===== src/rtl/sleep_pkg.sv =====
// sleep_pkg: shared definitions for the sleep cycle controller.
//   sleep_state_e   2-bit sleep phase encoding, also driven out as sleep_phase
//   SLEEP_TIME_W    width of the sleep length counter
//   DEBT_W/DEBT_MAX width and saturation value of the sleep debt counter
//   is_sleeping()   true in the phases where is_asleep is set
package sleep_pkg;

    typedef enum logic [1:0] {
        AWAKE  = 2'd0,
        DROWSY = 2'd1,
        ASLEEP = 2'd2,
        WAKING = 2'd3
    } sleep_state_e;

    localparam int SLEEP_TIME_W = 8;
    localparam int DEBT_W       = 8;
    localparam logic [DEBT_W-1:0] DEBT_MAX = 8'd255;

    function automatic logic is_sleeping(input sleep_state_e s);
        return (s == ASLEEP) || (s == WAKING);
    endfunction

endpackage


===== src/rtl/sleep_cycle_fsm_sat_counter.sv =====
// sat_counter: width-parameterised saturating up/down counter.
//   clk    system clock
//   rst    synchronous active-high reset, clears the count
//   clr    synchronous clear, wins over en
//   en     count enable
//   up     direction when enabled: 1 = increment (stop at all-ones), 0 = decrement (stop at 0)
//   count  registered count value
module sat_counter #(
    parameter int W = 8
) (
    input  logic         clk,
    input  logic         rst,
    input  logic         clr,
    input  logic         en,
    input  logic         up,
    output logic [W-1:0] count
);

    localparam logic [W-1:0] CNT_MAX = '1;

    logic [W-1:0] count_q;
    logic [W-1:0] count_d;

    always_comb begin
        count_d = count_q;
        if (clr) begin
            count_d = '0;
        end else if (en) begin
            if (up) begin
                if (count_q != CNT_MAX) count_d = count_q + 1'b1;
            end else begin
                if (count_q != '0) count_d = count_q - 1'b1;
            end
        end
    end

    always_ff @(posedge clk) begin
        if (rst) count_q <= '0;
        else     count_q <= count_d;
    end

    assign count = count_q;

endmodule


===== src/rtl/sleep_cycle_fsm.sv =====
// sleep_cycle_fsm: turns the regulator's sleep/wake requests into a debounced,
// time-qualified sleep state with hysteresis, minimum sleep time and a waking phase.
// Build option: define SLEEP_DEBT_EN to add the sleep debt accumulator; otherwise
// sleep_debt is tied to 0.
//   clk                system clock
//   rst                synchronous active-high reset
//   tick               one-clk time-base enable; all counting advances on it
//   sleep_in_signal    request to fall asleep
//   wake_up_signal     request to wake
//   vital_energy_zero  forces immediate collapse into sleep from AWAKE/DROWSY
//   is_asleep          set in ASLEEP and WAKING (feeds action[0])
//   sleep_phase        current phase, see table below
//   sleep_time         ticks spent in the current/last sleep
//   sleep_event        one-clk pulse on entry to ASLEEP from AWAKE/DROWSY
//   wake_event         one-clk pulse on WAKING -> AWAKE
//   sleep_debt         accumulated sleep debt
//
// state  | meaning
// AWAKE  | awake, watching for sustained sleep_in_signal
// DROWSY | sleep_in_signal seen, counting consecutive ticks toward sleep
// ASLEEP | asleep, sleep_time counting, wake ignored until minimum met
// WAKING | wake requested, needs WAKE_TICKS consecutive wake ticks
module sleep_cycle_fsm
    import sleep_pkg::*;
#(
    parameter int DROWSY_TICKS    = 4,
    parameter int MIN_SLEEP_TICKS = 16,
    parameter int WAKE_TICKS      = 2
) (
    input  logic                    clk,
    input  logic                    rst,
    input  logic                    tick,
    input  logic                    sleep_in_signal,
    input  logic                    wake_up_signal,
    input  logic                    vital_energy_zero,
    output logic                    is_asleep,
    output logic [1:0]              sleep_phase,
    output logic [SLEEP_TIME_W-1:0] sleep_time,
    output logic                    sleep_event,
    output logic                    wake_event,
    output logic [DEBT_W-1:0]       sleep_debt
);

    localparam logic [3:0] DROWSY_LOAD = 4'(DROWSY_TICKS - 1);
    localparam logic [3:0] WAKE_LOAD   = 4'(WAKE_TICKS);
    localparam logic [SLEEP_TIME_W-1:0] MIN_SLEEP = SLEEP_TIME_W'(MIN_SLEEP_TICKS);

    sleep_state_e state_q, state_d;
    logic [3:0]   drowsy_left_q, drowsy_left_d;
    logic [3:0]   wake_left_q, wake_left_d;
    logic         is_asleep_q, is_asleep_d;
    logic         sleep_event_q, sleep_event_d;
    logic         wake_event_q, wake_event_d;
    logic         asleep_entry;
    logic         time_en;
    logic         debt_full;
    logic         force_sleep;
    logic [SLEEP_TIME_W-1:0] sleep_time_q;

    assign force_sleep = vital_energy_zero | debt_full;

    // State register
    always_ff @(posedge clk) begin
        if (rst) begin
            state_q       <= AWAKE;
            drowsy_left_q <= '0;
            wake_left_q   <= '0;
        end else begin
            state_q       <= state_d;
            drowsy_left_q <= drowsy_left_d;
            wake_left_q   <= wake_left_d;
        end
    end

    // Next state; drowsy/wake timers are down-counters ending at terminal count 1
    always_comb begin
        state_d       = state_q;
        drowsy_left_d = drowsy_left_q;
        wake_left_d   = wake_left_q;
        case (state_q)
            AWAKE: begin
                if (force_sleep) begin
                    state_d = ASLEEP;
                end else if (tick && sleep_in_signal) begin
                    if (DROWSY_LOAD == 4'd0) begin
                        state_d = ASLEEP;
                    end else begin
                        state_d       = DROWSY;
                        drowsy_left_d = DROWSY_LOAD;
                    end
                end
            end
            DROWSY: begin
                if (force_sleep) begin
                    state_d = ASLEEP;
                end else if (tick) begin
                    if (!sleep_in_signal)          state_d = AWAKE;
                    else if (drowsy_left_q <= 4'd1) state_d = ASLEEP;
                    else                           drowsy_left_d = drowsy_left_q - 4'd1;
                end
            end
            ASLEEP: begin
                // threshold uses the count before this tick's increment
                if (tick && wake_up_signal && (sleep_time_q >= MIN_SLEEP)) begin
                    state_d     = WAKING;
                    wake_left_d = WAKE_LOAD;
                end
            end
            WAKING: begin
                if (tick) begin
                    if (!wake_up_signal)          state_d = ASLEEP;
                    else if (wake_left_q <= 4'd1) state_d = AWAKE;
                    else                          wake_left_d = wake_left_q - 4'd1;
                end
            end
            default: state_d = AWAKE;
        endcase
        if (state_d != DROWSY) drowsy_left_d = '0;
        if (state_d != WAKING) wake_left_d   = '0;
    end

    // Outputs; dozing back from WAKING is not a new sleep
    always_comb begin
        asleep_entry  = (state_d == ASLEEP) && !is_sleeping(state_q);
        is_asleep_d   = is_sleeping(state_d);
        sleep_event_d = asleep_entry;
        wake_event_d  = (state_q == WAKING) && (state_d == AWAKE);
        time_en       = tick && is_sleeping(state_q);
    end

    always_ff @(posedge clk) begin
        if (rst) begin
            is_asleep_q   <= 1'b0;
            sleep_event_q <= 1'b0;
            wake_event_q  <= 1'b0;
        end else begin
            is_asleep_q   <= is_asleep_d;
            sleep_event_q <= sleep_event_d;
            wake_event_q  <= wake_event_d;
        end
    end

    sat_counter #(.W(SLEEP_TIME_W)) u_sleep_time (
        .clk   (clk),
        .rst   (rst),
        .clr   (asleep_entry),
        .en    (time_en),
        .up    (1'b1),
        .count (sleep_time_q)
    );

`ifdef SLEEP_DEBT_EN
    logic              parity_q, parity_d;
    logic              debt_en;
    logic              debt_up;
    logic [DEBT_W-1:0] debt_q;

    // While sleeping, parity marks every second tick for a decrement
    always_comb begin
        parity_d = parity_q;
        if (asleep_entry)                        parity_d = 1'b0;
        else if (tick && is_sleeping(state_q))   parity_d = ~parity_q;
        debt_up = !is_sleeping(state_q);
        debt_en = tick && (debt_up || parity_q);
    end

    always_ff @(posedge clk) begin
        if (rst) parity_q <= 1'b0;
        else     parity_q <= parity_d;
    end

    sat_counter #(.W(DEBT_W)) u_sleep_debt (
        .clk   (clk),
        .rst   (rst),
        .clr   (1'b0),
        .en    (debt_en),
        .up    (debt_up),
        .count (debt_q)
    );

    assign debt_full  = (debt_q == DEBT_MAX);
    assign sleep_debt = debt_q;
`else
    assign debt_full  = 1'b0;
    assign sleep_debt = '0;
`endif

    assign is_asleep   = is_asleep_q;
    assign sleep_phase = state_q;
    assign sleep_time  = sleep_time_q;
    assign sleep_event = sleep_event_q;
    assign wake_event  = wake_event_q;

endmodule


===== config.mk =====
export PLATFORM = sky130hd
export DESIGN_NAME = sleep_cycle_fsm
export DESIGN_NICKNAME = d
export VERILOG_FILES = /design/src/rtl/sleep_pkg.sv /design/src/rtl/sleep_cycle_fsm_sat_counter.sv /design/src/rtl/sleep_cycle_fsm.sv
export SDC_FILE = /design/constraint.sdc
export NUM_CORES = 1
export LEC_CHECK = 0
export ABC_AREA = 1
export BUFFER_PORTS_ARGS = -buffer_cell sky130_fd_sc_hd__buf_2
export CAP_MARGIN = 30
export CORE_MARGIN = 4
export CORE_UTILIZATION = 59
export CTS_CLUSTER_DIAMETER = 200
export DETAILED_ROUTE_END_ITERATION = 6
export MAX_ROUTING_LAYER = met4
export PLACE_DENSITY = 0.84
export SLEW_MARGIN = 25
export SYNTH_ARGS = -nofsm -noshare
export SYNTH_HDL_FRONTEND = slang
export SYNTH_SLANG_ARGS = --single-unit

===== constraint.sdc =====
create_clock -name clk -period 2.6 [get_ports clk]
set_clock_uncertainty 0.05 [all_clocks]
set_input_delay 0.52 -clock clk [delete_from_list [all_inputs] [get_ports clk]]
set_output_delay 0.52 -clock clk [all_outputs]
set_load 0.005 [all_outputs]

==> qor.csv, run 1 <==
stage;metric;value;unit
sta;final.min_clock_period;1.592;ns
routing;drt_pass1_iterations;4;
setup_path;max_stage_delay;0.54;ns
pwr;swShare;0.2557;
clocking;cts_setup_buffers;0;
clocking;clk_pin_slew;0.11;ns
routing;wl_per_cell;9.352;µm
clocking;cts_buffer_depth;2;
routing;wl;2.553;mm
synth;synth_top_family_by_area;simple AND/OR/NAND/NOR gates;
synth;ys_warn_count;0;
clocking;cts_tree;yes;
global_routing;grt_overflow;0;
setup_path;criticalPathCategory;flip-flop to output port;
clocking;cts_hold_buffers;0;
setup_path;crit_path_start_kind;flip-flop;
sta;finalSetupViolCount;0;
setup_path;critPathLaunch;sleep_phase[0];
hold_path;min_from;rst;
routing;drt_iter0_drc;40;
routing;route.detailed.drc;0;
pwr;p_int;402.0;µW
routing;routed_via_density;4.645;
synth;synth_area_per_cell;6.200;µm²
pwr;p_switching;138.1;µW
routing;route.vias.total;1268;
place;globalplace.congestion;0.8889;
finish;area_growth;8.162;%
synth;synth_cells;225;
pwr;p_seq_frac;0.615;
sta;hold_violations;0;
die;fp.dieW;56.63;µm
hold_path;hold_path.class;input pin to flip-flop;
setup_path;crit_required;2.03;ns
pwr;pwr-share-comb;0.100;
synth;muxShareOfSynthArea;0;
run_status;outcome;finished clean;
die;die_h;56.63;µm
finish;drive_above_1_share;0.1673;
clocking;htree_num_levels;1;
global_routing;grt_max_degree;13;
clocking;clock-root-buffer;clkbuf_4;
synth;synth_area;1395;µm²
sta;post-route-period-util;0.6125;
die;placementRows;17;
sta;slew_viol_final;0;
sta;fmaxAchievable;628.0;MHz
setup_path;cp_cell_sequence;buf_2;
synth;synth-edff-count;0;
global_routing;antenna_found_initial;0;
synth;synth_adder_area_share;0.05381;
routing;ant_nets;0;
pwr;clockPowerShare;0.285;
clocking;cts_resized;0;
sta;rsz0062_at_grt;no;
synth;synth-xor-area-share;0.006278;
pwr;fin_total_pwr;540.1;µW
finish;seqCellArea;420.4;µm²
synth;ys.flop_type;dfxtp_1;
sta;tns;0;ns
global_routing;grt_pass1_wl;4.429;mm
die;core_area;2233;µm²
clocking;cts_buffers;3;
finish;final_cell_mix;nand2_1, nor2_1, inv_1;
setup_path;cp_max_fo;9;
die;dieArea;3206;µm²
setup_path;path_buf_inv;1;
setup_path;critical_path.slowest_cell;dfxtp_1;
pwr;p_leak;0.0007677;µW
finish;final_common_cell;nand2_1;
job;drv_cap;0;
finish;final_nets;258;
synth;synth_compound_area_frac;0.04753;
clocking;clock_latency;0.30;ns
setup_path;crit_family;flip-flops;
setup_path;r2r_start;u_sleep_time.count[0];
setup_path;critPathArrivalTime;1.02;ns
place;port_buffers;18;
global_routing;first_global_vias;1068;
global_routing;grtUsageTotal;0.1755;
place;dp.final_hpwl;2.072;mm
synth;synth_simple_gate_area_share;0.4314;
synth;ys_seq_area_frac;0.3013;
synth;synthArstFlopShare;0;
synth;ys_ff_latch;21;
finish;antenna_cells;0;
synth;synth_cell_types;28;
die;initial_core_util;0.6246;
pwr;worst_ir_drop_vdd;0.2678;mV
finish;n_fill_cell;219;
pwr;power_density;357.9;nW/µm²
die;pin_count;27;
setup_path;endpoint_kind;output port;
clocking;clkSinkCount;21;
finish;multi_input_area;782.0;µm²
==> final timing paths <==
path                                end  slack [ns]  cells past startpoint
setup / recovery         sleep_phase[0]        1.01                      1
hold / removal              sleep_event        0.37                      2
setup reg to reg  u_sleep_time.count[5]        1.12                      8
hold reg to reg          wake_left_q[1]        0.49                      4
==> per-stage QoR <==
stage	setup slack, ns	utilization	std cells	cell area, µm²	hold slack [ns]
after floorplan	1.248	-	232	1421	0.4524
after global placement	1.157	0.6633	269	1481	0.4763
after detailed placement	1.116	0.6633	269	1481	0.4759
after CTS	0.9820	0.6756	273	1509	0.3559
after global routing	0.9189	0.6756	273	1509	0.3750
final	1.008	0.6756	273	1509	0.3699
==> area by class of cell <==
cell class,count,share of cell area
clock buffers,3,0.01493
clock inverters,1,0.003317
inverters,40,0.1020
multi-input cells,162,0.5182
flip-flops and latches,21,0.2786
well taps,28,0.02322
repair buffers,18,0.05970
==> power by group through the flow <==
stage / Combinational [µW] / Sequential [µW] / Clock, µW
3_5_place_dp: 54.3 / 339 / 0
4_1_cts: 54.5 / 332 / 166
5_1_grt: 61.8 / 333 / 173
6_report: 54.0 / 332 / 154
3_3_place_gp: 52.8 / 339 / 0
2_1_floorplan: 46.5 / 338 / 0
==> cells by family after synthesis <==
group,Yosys count
buffers and inverters,49
xor gates and xnor gates,1
adders and majority gates,6
and+or+nand+nor,135
DFF,21
other,1
AOI/OAI and AO/OA,12
==> cells in the mapped netlist, types with 3 or more instances <==
| cell | count | share of area |
|---|---|---|
| ha_1 | 6 | 0.054 |
| nor2_2 | 3 | 0.013 |
| a21oi_1 | 5 | 0.018 |
| o21ai_0 | 3 | 0.011 |
| dfxtp_1 | 21 | 0.30 |
| nand4_1 | 5 | 0.022 |
| inv_2 | 3 | 0.0081 |
| nand3_1 | 14 | 0.050 |
| nand2_1 | 67 | 0.18 |
| nor2_1 | 34 | 0.091 |
| nand2_2 | 3 | 0.013 |
| inv_1 | 33 | 0.089 |
| buf_4 | 8 | 0.043 |
==> sequential cells by signal (all words and copies together), names as in the netlist <==
signal / flops
u_sleep_time.count: 8
is_asleep: 1
wake_event: 1
drowsy_left_q: 4
sleep_phase: 2
sleep_event: 1
wake_left_q: 4
==> layer usage <==
metal  vias up  global-route usage  part of all wire
li1        705                   -                 -
met1       534              0.2252              0.47
met2        25              0.2723              0.47
met3         4             0.02299             0.047
met4         0             0.08136             0.017
met5         -                   -                 0
Note: power is estimated with default switching activity, not from simulation.
==> inputs of run 2 (changes only) <==
Settings changed: CORE_UTILIZATION 59 to 49, PLACE_DENSITY 0.84 to 0.75.
Clock period 2.6 ns to 1.4 ns, I/O delays scaled along.
==> run 2 against run 1 <==
  * Combinational power is 130% higher
  * Largest power group unchanged
  * Hold slack got worse by 0.26 ns
  * Clock-buffer cell count unchanged
  * Largest cell class unchanged
  * Critical path type unchanged
  * Sequential power up 85%
  * Utilization down 2.5 points
  * Non-clock buffer count is 16 higher
  * Global-route usage is 1.1 points lower
==> qor.csv, run 2 (same netlist as run 1, synthesis figures left out) <==
stage;metric;value;unit
hold_path;hold_path.class;input pin to flip-flop;
routing;drt_pass1_iterations;4;
setup_path;cp-endpoint;sleep_phase[0];
finish;largest_register_ffs;8;
clocking;clkSinkCount;21;
finish;area_growth;27.53;%
die;fp.dieW;61.36;µm
setup_path;reg2regPathDepth;9;
place;globalplace.congestion;0.8226;
place;port_buffers;18;
setup_path;endpoint_kind;output port;
place;dp.final_hpwl;2.102;mm
setup_path;r2r_start;drowsy_left_q[0];
clocking;clock-root-buffer;clkbuf_4;
die;dieArea;3765;µm²
sta;post-route-period-util;0.9833;
pwr;worst_ir_drop_vdd;0.4814;mV
die;initial_core_util;0.5103;
pwr;p_leak;0.0008577;µW
clocking;cts_buffer_depth;2;
global_routing;first_global_vias;1156;
setup_path;crit_required;1.07;ns
sta;final.min_clock_period;1.377;ns
finish;final_cell_mix;nand2_1, nor2_1, inv_1;
routing;wl;2.925;mm
finish;drive_above_1_share;0.3333;
finish;n_fill_cell;239;
clocking;clk_pin_slew;0.13;ns
global_routing;grtUsageTotal;0.1649;
global_routing;grt_overflow;0;
finish;fin_area;1779;µm²
sta;rsz0062_at_grt;yes;
setup_path;critPathArrivalTime;1.05;ns
die;die_h;61.36;µm
die;core_area;2734;µm²
finish;final_nets;274;
pwr;power_density;589.9;nW/µm²
place;post_dp_cell_area;1568;µm²
routing;wl_per_cell;10.02;µm
setup_path;timing.rr.end;u_sleep_time.count[0];
setup_path;critPathLaunch;sleep_phase[0];
setup_path;cp_max_fo;6;
job;drv_cap;0;
sta;hold_violations;0;
sta;setup_ws;0.02339;ns
routing;route.vias.total;1377;
sta;fmaxAchievable;726.4;MHz
routing;ant_nets;0;
setup_path;criticalPathCategory;flip-flop to output port;
sta;whs;0.1086;ns
sta;slew_viol_final;0;
finish;final_common_cell;nand2_1;
die;placementRows;19;
place;post-place-ws;-0.05943;ns
global_routing;grt_pass1_wl;4.636;mm
run_status;outcome;finished clean;
routing;routed_via_density;4.716;
clocking;clock_latency;0.31;ns
die;pin_count;27;
setup_path;crit_path_start_kind;flip-flop;
global_routing;antenna_found_initial;0;
finish;antenna_cells;0;
global_routing;grt_max_degree;14;
routing;route.detailed.drc;0;
clocking;cts_tree;yes;
routing;drt_iter0_drc;50;
clocking;cts_buffers;3;
setup_path;r2r_slack;0.06;ns
clocking;htree_num_levels;1;
sta;finalSetupViolCount;0;
-- run 2: cell types whose count changed in the layout (fill, tap and decap cells not counted), moves of 5 or more --
cell,previous run,this run
dfxtp_1,21,12
dfxtp_2,0,8
nand2_1,67,61
inv_1,33,25
buf_4,0,16
inv_2,3,8
-- run 2: power by group --
group / switching, µW / internal, µW
Clock: 199 / 109
Combinational: 79.6 / 46.6
Sequential: 9.70 / 605
Total: 288 / 761
-- run 2: worst min-delay path by stage --
stage               start              to  slack [ns]  cells after the start
finish                rst  sleep_phase[1]        0.11                      2
global route          rst  sleep_phase[1]        0.11                      2
CTS                   rst  sleep_phase[1]        0.10                      2
detailed placement    rst  sleep_phase[1]        0.46                      2
global placement      rst       is_asleep        0.45                      2
floorplan             rst       is_asleep        0.30                      1
-- run 2: layout make-up --
type,count,area [µm²],share of cell area
flip-flops and latches,21,434.2,0.2440
inverters,40,161.4,0.09072
well taps,31,38.79,0.02180
repair buffers,34,210.2,0.1181
clock inverters,1,7.507,0.004219
multi-input cells,162,904.6,0.5084
clock buffers,3,22.52,0.01266
-- run 2: stage by stage --
step | power [µW] | std cells | utilization | TNS, ns
floorplan | 714.1 | 232 | - | 0
global placement | 734.9 | 283 | 0.5735 | -0.09868
detailed placement | 736.0 | 283 | 0.5735 | -0.4489
CTS | 1056 | 289 | 0.6009 | 0
global route | 1104 | 292 | 0.6508 | -0.3253
finish | 1050 | 292 | 0.6508 | 0
-- run 2: timing repair --
item | CTS | global route
endpoints found under the setup margin | 13 | 19
pin swaps | 3 | 13
setup buffers | 2 | 3
hold buffers | 0 | 0
resized for setup | 11 | 34
-- run 2: critical path, stage by stage, from the launching register on --
cell and delay [ns]:
dfxtp_2 0.46, buf_4 0.17, buf_2 0.11
-- run 2: metal layers --
| layer | routed length, µm | track usage | part of all wire | up-vias |
|---|---|---|---|---|
| li1 | - | - | - | 735 |
| met1 | 1325 | 0.1995 | 0.45 | 598 |
| met2 | 1399 | 0.2719 | 0.48 | 38 |
| met3 | 149 | 0.01887 | 0.051 | 6 |
| met4 | 51 | 0.07879 | 0.017 | 0 |
| met5 | 0 | - | 0 | - |
